## config.mk

```make
export PLATFORM = sky130hd
export DESIGN_NAME = mem_port_arbiter
export DESIGN_NICKNAME = d
export VERILOG_FILES = /design/src/rtl/mem_pkg.sv /design/src/rtl/mem_port_arbiter.sv
export SDC_FILE = /design/constraint.sdc
export NUM_CORES = 1
export LEC_CHECK = 0
export CORE_AREA = 2 2 106 108
export DETAILED_ROUTE_END_ITERATION = 10
export DIE_AREA = 0 0 108 110
export DONT_BUFFER_PORTS = 1
export PLACE_DENSITY = 0.8
export RECOVER_POWER = 25
export REMOVE_ABC_BUFFERS = 1
export SLEW_MARGIN = 10
export SYNTH_ARGS = -nofsm -noshare
export SYNTH_HDL_FRONTEND = slang
export SYNTH_SLANG_ARGS = --single-unit
```

## constraint.sdc

```tcl
create_clock -name clk -period 6.4 [get_ports clk]
set_clock_uncertainty 0.2 [all_clocks]
set_input_delay 1.28 -clock clk [delete_from_list [all_inputs] [get_ports clk]]
set_output_delay 1.28 -clock clk [all_outputs]
set_load 0.005 [all_outputs]
```

## src/rtl/mem_pkg.sv

```systemverilog
// mem_pkg: shared types and constants for the memory port arbiter.
//   state_e        - arbiter FSM states
//   req_id_e       - requester identity (instruction fetch / data load)
//   LD_SIZE_*      - ld_size encodings
//   DEPTH_DEFAULT  - default program memory size in bytes
//   size_to_bytes  - byte count for a load size encoding
package mem_pkg;

  typedef enum logic [1:0] {
    ST_IDLE = 2'd0,
    ST_READ = 2'd1,
    ST_DONE = 2'd2
  } state_e;

  typedef enum logic {
    REQ_IF = 1'b0,
    REQ_LD = 1'b1
  } req_id_e;

  localparam logic [1:0] LD_SIZE_BYTE     = 2'd0;
  localparam logic [1:0] LD_SIZE_HALF     = 2'd1;
  localparam logic [1:0] LD_SIZE_WORD     = 2'd2;
  localparam logic [1:0] LD_SIZE_WORD_ALT = 2'd3;

  localparam int unsigned DEPTH_DEFAULT = 501;

  // Number of bytes transferred for a load of the given size.
  function automatic logic [2:0] size_to_bytes(input logic [1:0] size);
    logic [2:0] n;
    case (size)
      LD_SIZE_BYTE: n = 3'd1;
      LD_SIZE_HALF: n = 3'd2;
      default:      n = 3'd4;
    endcase
    return n;
  endfunction

endpackage

```

## src/rtl/mem_port_arbiter.sv

```systemverilog
// mem_port_arbiter: shares one byte-wide combinational memory read port
// between an instruction-fetch requester and a data-load requester.
// Accesses are assembled big-endian, one byte per cycle.
//   clk, rst                  - clock, synchronous active-high reset
//   if_req/if_addr            - fetch request (always 4 bytes)
//   if_valid/if_data          - fetch completion pulse and word
//   ld_req/ld_addr/ld_size    - load request (1/2/4 bytes)
//   ld_valid/ld_data          - load completion pulse and zero-extended value
//   err                       - with a valid: some byte address was >= DEPTH
//   mem_en/mem_addr/mem_rdata - byte read port
//   busy                      - arbiter not idle
module mem_port_arbiter
  import mem_pkg::*;
#(
  parameter int unsigned DEPTH  = DEPTH_DEFAULT,
  parameter int unsigned ADDR_W = 32
) (
  input  logic              clk,
  input  logic              rst,
  input  logic              if_req,
  input  logic [ADDR_W-1:0] if_addr,
  output logic              if_valid,
  output logic [31:0]       if_data,
  input  logic              ld_req,
  input  logic [ADDR_W-1:0] ld_addr,
  input  logic [1:0]        ld_size,
  output logic              ld_valid,
  output logic [31:0]       ld_data,
  output logic              err,
  output logic              mem_en,
  output logic [ADDR_W-1:0] mem_addr,
  input  logic [7:0]        mem_rdata,
  output logic              busy
);

  localparam logic [ADDR_W-1:0] DEPTH_A = ADDR_W'(DEPTH);

  state_e            state_q, state_d;
  req_id_e           id_q, id_d;
  req_id_e           last_q, last_d;
  req_id_e           grant_id_s;
  logic              any_req_s;
  logic [ADDR_W-1:0] base_q, base_d;
  logic [2:0]        n_q, n_d;
  logic [2:0]        cnt_q, cnt_d;
  logic [31:0]       sr_q, sr_d;
  logic              err_flag_q, err_flag_d;
  logic              if_valid_q, if_valid_d;
  logic              ld_valid_q, ld_valid_d;
  logic [31:0]       if_data_q, if_data_d;
  logic [31:0]       ld_data_q, ld_data_d;
  logic              err_q, err_d;
  logic              mem_en_q, mem_en_d;
  logic [ADDR_W-1:0] mem_addr_q, mem_addr_d;
  logic              busy_q, busy_d;
  logic              oor_s;
  logic [7:0]        byte_s;

  // Out-of-range bytes read as zero; memory data is ignored for them.
  assign oor_s  = (mem_addr_q >= DEPTH_A);
  assign byte_s = oor_s ? 8'h00 : mem_rdata;

  // Round-robin choice: on a tie the requester not granted last wins.
  always_comb begin
    any_req_s  = if_req | ld_req;
    grant_id_s = REQ_IF;
    if (if_req && ld_req) begin
      grant_id_s = (last_q == REQ_IF) ? REQ_LD : REQ_IF;
    end else if (ld_req) begin
      grant_id_s = REQ_LD;
    end else begin
      grant_id_s = REQ_IF;
    end
  end

  // Next-state and next-output computation for the arbiter FSM.
  always_comb begin
    state_d    = state_q;
    id_d       = id_q;
    last_d     = last_q;
    base_d     = base_q;
    n_d        = n_q;
    cnt_d      = cnt_q;
    sr_d       = sr_q;
    err_flag_d = err_flag_q;
    if_data_d  = if_data_q;
    ld_data_d  = ld_data_q;
    if_valid_d = 1'b0;
    ld_valid_d = 1'b0;
    err_d      = 1'b0;
    mem_en_d   = 1'b0;
    mem_addr_d = {ADDR_W{1'b0}};
    case (state_q)
      ST_IDLE: begin
        if (any_req_s) begin
          state_d    = ST_READ;
          id_d       = grant_id_s;
          last_d     = grant_id_s;
          base_d     = (grant_id_s == REQ_IF) ? if_addr : ld_addr;
          n_d        = (grant_id_s == REQ_IF) ? 3'd4 : size_to_bytes(ld_size);
          cnt_d      = 3'd0;
          sr_d       = 32'h0000_0000;
          err_flag_d = 1'b0;
          // mem_en/mem_addr are registered, so present the first byte
          // address as the FSM enters READ.
          mem_en_d   = 1'b1;
          mem_addr_d = base_d;
        end else begin
          state_d = ST_IDLE;
        end
      end
      ST_READ: begin
        sr_d       = {sr_q[23:0], byte_s};
        cnt_d      = cnt_q + 3'd1;
        err_flag_d = err_flag_q | oor_s;
        if (cnt_d == n_q) begin
          state_d = ST_DONE;
          err_d   = err_flag_d;
          if (id_q == REQ_IF) begin
            if_valid_d = 1'b1;
            if_data_d  = sr_d;
          end else begin
            ld_valid_d = 1'b1;
            ld_data_d  = sr_d;
          end
        end else begin
          mem_en_d   = 1'b1;
          mem_addr_d = base_q + ADDR_W'(cnt_d);
        end
      end
      ST_DONE: begin
        state_d = ST_IDLE;
      end
      default: begin
        state_d = ST_IDLE;
      end
    endcase
    busy_d = (state_d != ST_IDLE);
  end

  // State and registered-output update with synchronous reset.
  always_ff @(posedge clk) begin
    if (rst) begin
      state_q    <= ST_IDLE;
      id_q       <= REQ_IF;
      last_q     <= REQ_LD;
      base_q     <= {ADDR_W{1'b0}};
      n_q        <= 3'd0;
      cnt_q      <= 3'd0;
      sr_q       <= 32'h0000_0000;
      err_flag_q <= 1'b0;
      if_valid_q <= 1'b0;
      ld_valid_q <= 1'b0;
      if_data_q  <= 32'h0000_0000;
      ld_data_q  <= 32'h0000_0000;
      err_q      <= 1'b0;
      mem_en_q   <= 1'b0;
      mem_addr_q <= {ADDR_W{1'b0}};
      busy_q     <= 1'b0;
    end else begin
      state_q    <= state_d;
      id_q       <= id_d;
      last_q     <= last_d;
      base_q     <= base_d;
      n_q        <= n_d;
      cnt_q      <= cnt_d;
      sr_q       <= sr_d;
      err_flag_q <= err_flag_d;
      if_valid_q <= if_valid_d;
      ld_valid_q <= ld_valid_d;
      if_data_q  <= if_data_d;
      ld_data_q  <= ld_data_d;
      err_q      <= err_d;
      mem_en_q   <= mem_en_d;
      mem_addr_q <= mem_addr_d;
      busy_q     <= busy_d;
    end
  end

  assign if_valid = if_valid_q;
  assign if_data  = if_data_q;
  assign ld_valid = ld_valid_q;
  assign ld_data  = ld_data_q;
  assign err      = err_q;
  assign mem_en   = mem_en_q;
  assign mem_addr = mem_addr_q;
  assign busy     = busy_q;

endmodule

```

==> impl_metrics.env, run 1 <==
export IMPL_die_height_um=110
export IMPL_regArea_mm2=0.00336
export IMPL_r2r_start="state_q[0]$_SDFF_PP0_"
export IMPL_fp_coreArea_mm2=0.0107
export IMPL_n_antenna_cell=0
export IMPL_ys_types=52
export IMPL_cp_data_required_time_ps=6650
export IMPL_drive_gt1_share_pct=5.26
export IMPL_path_max_fanout=27
export IMPL_r2r_slack_ps=2550
export IMPL_async_flop_share_pct=0
export IMPL_synth_compound_area_share_pct=13.8
export IMPL_maxSlewHeadroom_pct=-38.1
export IMPL_routed_wl_um=16200
export IMPL_worstSetupEndpointType="register"
export IMPL_clock_fmax_ghz=0.260
export IMPL_drtAntennaViolNets=0
export IMPL_remaining_drc_errors=0
export IMPL_via_per_inst=6.16
export IMPL_routedWlPerCell_um=18.4
export IMPL_die_x_um=108
export IMPL_min_delay_start="if_data[25]$_SDFFE_PP0P_"
export IMPL_synth_xor_area_share_pct=4.55
export IMPL_ys_ff_latch=168
export IMPL_cp_start_kind="register"
export IMPL_netlist_instances=763
export IMPL_dpl_hpwl_um=11000
export IMPL_synth_area_leaders="dfxtp_1 (49%), mux2i_1 (8.0%), nor2_1 (5.1%)"
export IMPL_whs_ps=271
export IMPL_cts_sinks=168
export IMPL_drv_slew=118
export IMPL_yosysTopAreaCell="dfxtp_1"
export IMPL_grt_max_degree=147
export IMPL_initial_core_util_pct=64.3
export IMPL_fin_nets=816
export IMPL_reg2reg_depth=6
export IMPL_path_clk_slew_ps=60
export IMPL_fillCellCount=845
export IMPL_drtIter0Drc=337
export IMPL_grt_usage_pct=27.5
export IMPL_synth_top_family_by_area="simple AND/OR/NAND/NOR gates"
export IMPL_arrival_ps=4090
export IMPL_io_pin_count=179
export IMPL_critPathLaunch="state_q[0]$_SDFF_PP0_"
export IMPL_first_pass_iters=5
export IMPL_path_class="reg2reg"
export IMPL_avgSynthCellArea_um2=9.01
export IMPL_status="finished, violations left"
export IMPL_num_rows=38
export IMPL_die_area_mm2=0.0119
export IMPL_drv_cap=3
export IMPL_hold_violations=0
export IMPL_cts_made_buffers=17
export IMPL_vias=5436
export IMPL_cts_hold_buffers_added=0
export IMPL_post_cts_resized=0
export IMPL_root_buffer="clkbuf_8"
export IMPL_synth_warnings=0
export IMPL_postCtsSetupBuffers=0
export IMPL_syn_area_mm2=0.00688
export IMPL_worst_pin_slew_ps=2070
export IMPL_synthAdderAreaFrac_pct=1.02
export IMPL_leakage_uw=0.00253
export IMPL_grt_first_pass_wirelength_um=25400
export IMPL_setup_viol=0
export IMPL_r2r_end="ld_data[6]$_SDFFE_PP0P_"
export IMPL_yosys_area_share_simple_pct=19.1
export IMPL_port_buffers=0
export IMPL_multi_input_area_mm2=0.00321
export IMPL_clock_path_buffers=2
export IMPL_clk_latency_ps=540
export IMPL_synthMuxAreaShare_pct=8.17
export IMPL_rsz0062_at_grt="no"
export IMPL_finalSetupTns_ps=0
export IMPL_grt_pass1_vias=5158
export IMPL_cts_htree_levels=4
export IMPL_cts_tree="done"
export IMPL_endpoint="ld_data[6]$_SDFFE_PP0P_"
export IMPL_power_density_mw_per_mm2=315
export IMPL_gp_congestion=0.855
export IMPL_period_share_pct=60.1
export IMPL_netlist_area_leader_share_pct=48.9
export IMPL_synthTopCellsByCount="dfxtp_1 (168), nor2_1 (94), nand2_1 (85), a21oi_1 (66), mux2i_1 (55)"
export IMPL_min_path_type="reg2reg"
export IMPL_period_needed_ps=3850
export IMPL_synth_edf_count=0
export IMPL_violations="max-capacitance violations, max-slew violations"
export IMPL_syn2layout_area_growth_pct=7.31
export IMPL_globalRouteOverflowTotal=0
export IMPL_seq_area_frac_synth_pct=48.9
export IMPL_ys_dominant_reg_cell="dfxtp_1"
export IMPL_yosysMostFrequentCell="dfxtp_1"
export IMPL_antenna_found_initial=0
export IMPL_ir_worst_vdd_mv=0.159
-- report_power, final --
| part | switching (uW) | total, uW | internal, uW |
|---|---|---|---|
| combinational | 140 | 222 | 82.5 |
| clock | 384 | 953 | 569 |
| sequential | 52.8 | 1150 | 1100 |
| total | 576 | 2330 | 1750 |
-- sequential cells by signal (all words and copies together) (netlist names) --
| name | count |
|---|---|
| base_q | 32 |
| busy | 1 |
| cnt_q | 3 |
| err | 1 |
| err_flag_q | 1 |
| id_q | 1 |
| if_data | 32 |
| if_valid | 1 |
| last_q | 1 |
| ld_data | 32 |
| ld_valid | 1 |
| mem_addr | 32 |
| mem_en | 1 |
| n_q | 3 |
| sr_q | 24 |
| state_q | 2 |
-- layer usage --
layer | vias up | part of all wire (%) | global-route usage (%)
met3 | 32 | 8.9 | 8.52
met1 | 2586 | 40 | 32.6
met5 | - | 0 | 0
li1 | 2603 | - | -
met2 | 215 | 49 | 46.1
met4 | 0 | 2.3 | 12.0
-- how the worst min path moves through the flow --
| stage | end | slack, ps | cells past startpoint |
|---|---|---|---|
| floorplan | base_q[0]$_SDFFE_PP0P_ | 230 | 2 |
| global route | base_q[0]$_SDFFE_PP0P_ | 290 | 2 |
| CTS | if_data[25]$_SDFFE_PP0P_ | 270 | 2 |
| global placement | base_q[0]$_SDFFE_PP0P_ | 250 | 2 |
| finish | if_data[25]$_SDFFE_PP0P_ | 270 | 2 |
| detailed placement | if_data[25]$_SDFFE_PP0P_ | 260 | 2 |
-- cells in the final DEF, fill, tap and decap left out, drive strengths merged, types with 4 or more instances in the layout --
cell type	n
o32ai	8
o21ai	13
nand2b	12
nand4	12
ha	4
nand2	85
nor4	7
xor2	14
dfxtp	168
a211oi	23
inv	17
and3	6
nor3	13
clkbuf	27
nand3b	8
a21oi	66
xnor2	19
mux2i	55
nor2	95
nand3	25
o22ai	22
a32oi	8
-- critical path, stage by stage, from the launching register on --
cell and delay (ps):
dfxtp_1 360, nor2b_1 1430, nand2_1 320, nor2_4 510, buf_4 410, nand2_1 280, o32ai_1 220
-- kinds of logic after synthesis --
logic type      after synthesis
buf+inv                      70
xor+xnor                     34
compound gates              151
flops                       168
mux                          56
simple gates                279
fa+ha+maj                     5
-- per-stage QoR --
stage | area [um^2] | worst slack [ps] | power (uW) | util, % | std cells
floorplan | 6630 | 659 | 1330 | - | 710
global placement | 6860 | 3300 | 1380 | 64.2 | 854
detailed placement | 6860 | 3160 | 1400 | 64.2 | 854
CTS | 7410 | 3130 | 2330 | 69.2 | 882
global route | 7380 | 2250 | 2410 | 69.0 | 882
finish | 7380 | 2550 | 2330 | 69.0 | 882
-- cell type report --
cell class              instances  area share [%]
flip-flops and latches        168            45.6
multi-input cells             525            43.5
clock buffers                  25            6.83
well taps                     140            2.37
inverters                      17           0.865
clock inverters                 3           0.542
repair buffers                  4           0.305
(Power assumes the default switching activity.)
==> run 2: changes to the inputs <==
- CORE_AREA: 2 2 106 108 -> 2 2 113 115
- DIE_AREA: 0 0 108 110 -> 0 0 115 117
- PLACE_DENSITY: 0.8 -> 0.75
- clock period: 6.4 -> 3.2 ns (I/O delays scaled with it)
==> run 2 against run 1 <==
The flow now finishes without violations. Flip-flop and latch count is the same. Cell area is 2.4% higher. Largest cell class unchanged. Non-clock buffer count up 10. Utilization is 7.6 points lower. Fmax is 37% higher. Final cell count grew 2.7%. Highest routed layer unchanged. Register-to-register slack got worse by 2200 ps. First-iteration DRC count decreased by 15%. Critical endpoint is now mem_addr[26]$_SDFF_PP0_. Combinational power grew 110%. Routed wire length rose by 2.5%. Die area rose by 13%.
==> impl_metrics.env, run 2 (synthesized netlist as in run 1, its figures left out) <==
export IMPL_cp_depth=8
export IMPL_cts_hold_buffers_added=0
export IMPL_worst_pin_slew_ps=956
export IMPL_drive_gt1_share_pct=7.67
export IMPL_dp_slack_ps=414
export IMPL_fin_ws_ps=389
export IMPL_r2r_slack_ps=390
export IMPL_drv_slew=0
export IMPL_die_x_um=115
export IMPL_period_needed_ps=2810
export IMPL_drtAntennaViolNets=0
export IMPL_worstSetupEndpointType="register"
export IMPL_gp_congestion=0.854
export IMPL_postCtsSetupBuffers=0
export IMPL_setup_viol=0
export IMPL_remaining_drc_errors=0
export IMPL_fp_coreArea_mm2=0.0123
export IMPL_grt_usage_pct=25.0
export IMPL_hold_violations=0
export IMPL_r2r_end="mem_addr[26]$_SDFF_PP0_"
export IMPL_port_buffers=0
export IMPL_grt_max_degree=147
export IMPL_final_cell_mix="dfxtp_1 (168), nor2_1 (94), nand2_1 (85), a21oi_1 (66), mux2i_1 (55)"
export IMPL_final_util_pct=61.4
export IMPL_routed_wl_um=16600
export IMPL_dpl_hpwl_um=11100
export IMPL_grt_first_pass_wirelength_um=26500
export IMPL_final_common_cell="dfxtp_1"
export IMPL_clock_path_buffers=2
export IMPL_drtIter0Drc=286
export IMPL_leakage_uw=0.00260
export IMPL_status="finished, final reports clean"
export IMPL_path_max_fanout=10
export IMPL_grt_pass1_vias=5320
export IMPL_arrival_ps=2870
export IMPL_syn2layout_area_growth_pct=9.84
export IMPL_clockPowerShare_pct=42.0
export IMPL_drv_cap=0
export IMPL_die_height_um=117
export IMPL_fin_nets=826
export IMPL_cp_data_required_time_ps=3260
export IMPL_root_buffer="clkbuf_16"
export IMPL_report_power_total_uw=4780
export IMPL_endpoint="mem_addr[26]$_SDFF_PP0_"
export IMPL_switching_share_pct=25.5
export IMPL_n_antenna_cell=0
export IMPL_die_area_mm2=0.0135
export IMPL_post_cts_resized=0
export IMPL_p_int_uw=3560
export IMPL_power_switching_uw=1220
export IMPL_cts_sinks=168
export IMPL_path_clk_slew_ps=60
export IMPL_first_pass_iters=4
export IMPL_vias=5448
export IMPL_crit_slowest_cell="fa_1"
export IMPL_io_pin_count=179
export IMPL_period_share_pct=87.8
export IMPL_clk_latency_ps=430
export IMPL_path_buf_inv=1
export IMPL_placedCellCount=874
export IMPL_crit_chain="ha_1 -> inv_1 -> fa_1 -> and2b_1 -> o2111ai_4 -> nor4b_2 -> xnor2_1 -> o22ai_1"
export IMPL_seqPwrFrac_pct=48.2
export IMPL_via_per_inst=6.01
export IMPL_ir_worst_vdd_mv=0.404
export IMPL_antenna_found_initial=0
export IMPL_final_cells=906
export IMPL_cts_tree="done"
export IMPL_maxSlewHeadroom_pct=36.0
export IMPL_initial_core_util_pct=55.9
export IMPL_cts_made_buffers=17
export IMPL_p_comb_share_pct=9.9
export IMPL_clock_fmax_ghz=0.356
export IMPL_r2r_start="cnt_q[0]$_SDFFE_PP0P_"
export IMPL_cts_htree_levels=4
export IMPL_reg2reg_depth=8
export IMPL_cp_start_kind="register"
export IMPL_power_density_mw_per_mm2=633
export IMPL_globalRouteOverflowTotal=0
export IMPL_cpPeakStageDelay_ps=420
export IMPL_num_rows=41
export IMPL_critPathLaunch="cnt_q[0]$_SDFFE_PP0P_"
export IMPL_worst_path_dominant_cell_family="adder cells"
export IMPL_path_class="reg2reg"
export IMPL_min_path_type="in2reg"
export IMPL_routedWlPerCell_um=18.3
export IMPL_rsz0062_at_grt="no"
-- run 2: cell count changes in the layout (fill, tap and decap cells not counted), sizes merged --
| cell | change |
|---|---|
| bufinv | +1 |
| clkinv | +4 |
| clkinvlp | +3 |
| clkbuf | -6 |
| buf | +12 |
-- run 2: final cells by class --
class                   instances  area [um^2]
inverters                      17         63.8
repair buffers                 14          118
clock inverters                11          124
fillers                      1042         4760
flip-flops and latches        168         3360
well taps                     150          188
multi-input cells             525         3240
clock buffers                  21          460
-- run 2: power by group through the flow --
stage | Sequential, uW | Clock [uW] | Combinational, uW
2_1_floorplan | 2310 | 0 | 350
3_3_place_gp | 2340 | 0 | 453
3_5_place_dp | 2350 | 0 | 467
4_1_cts | 2300 | 2040 | 471
5_1_grt | 2310 | 2140 | 519
6_report | 2300 | 2010 | 471
-- run 2: worst min path at each step --
stage,endpoint,depth (start not counted),start
6_report,base_q[25]$_SDFFE_PP0P_,1,rst
3_3_place_gp,base_q[0]$_SDFFE_PP0P_,2,base_q[0]$_SDFFE_PP0P_
2_1_floorplan,base_q[0]$_SDFFE_PP0P_,2,base_q[0]$_SDFFE_PP0P_
4_1_cts,base_q[27]$_SDFFE_PP0P_,1,rst
5_1_grt,base_q[29]$_SDFFE_PP0P_,1,rst
3_5_place_dp,if_data[24]$_SDFFE_PP0P_,2,sr_q[16]$_SDFFE_PP0P_
-- run 2: metal layers --
| layer | share of wire (%) | track usage, % |
|---|---|---|
| met1 | 40 | 29.1 |
| met2 | 48 | 42.4 |
| met3 | 9.8 | 9.17 |
| met4 | 2.0 | 9.32 |
| met5 | 0 | 0 |
-- run 2: metrics by stage --
stage	cell area (um^2)	TNS [ps]	hold WS (ps)
floorplan	6630	-121240	235
global placement	6970	0	247
detailed placement	6970	0	253
CTS	7550	0	71.9
global route	7550	0	60.8
finish	7550	0	76.2
-- run 2: worst reg2reg max path: cells and delay by family, from the launching register on --
family                   cells  cell delay [ps]
AO/OA/AOI/OAI                2              360
buffers and inverters        1               80
XOR/XNOR                     1              180
flip-flops                   1              330
AND/OR/NAND/NOR              2              700
adder cells (fa/ha/maj)      2              780
==> run 3: changes to the inputs <==
- SKIP_CTS_REPAIR_TIMING: default -> 1
==> results of run 3 <==
Final layout, timing and power as in run 2 (identical DEF).
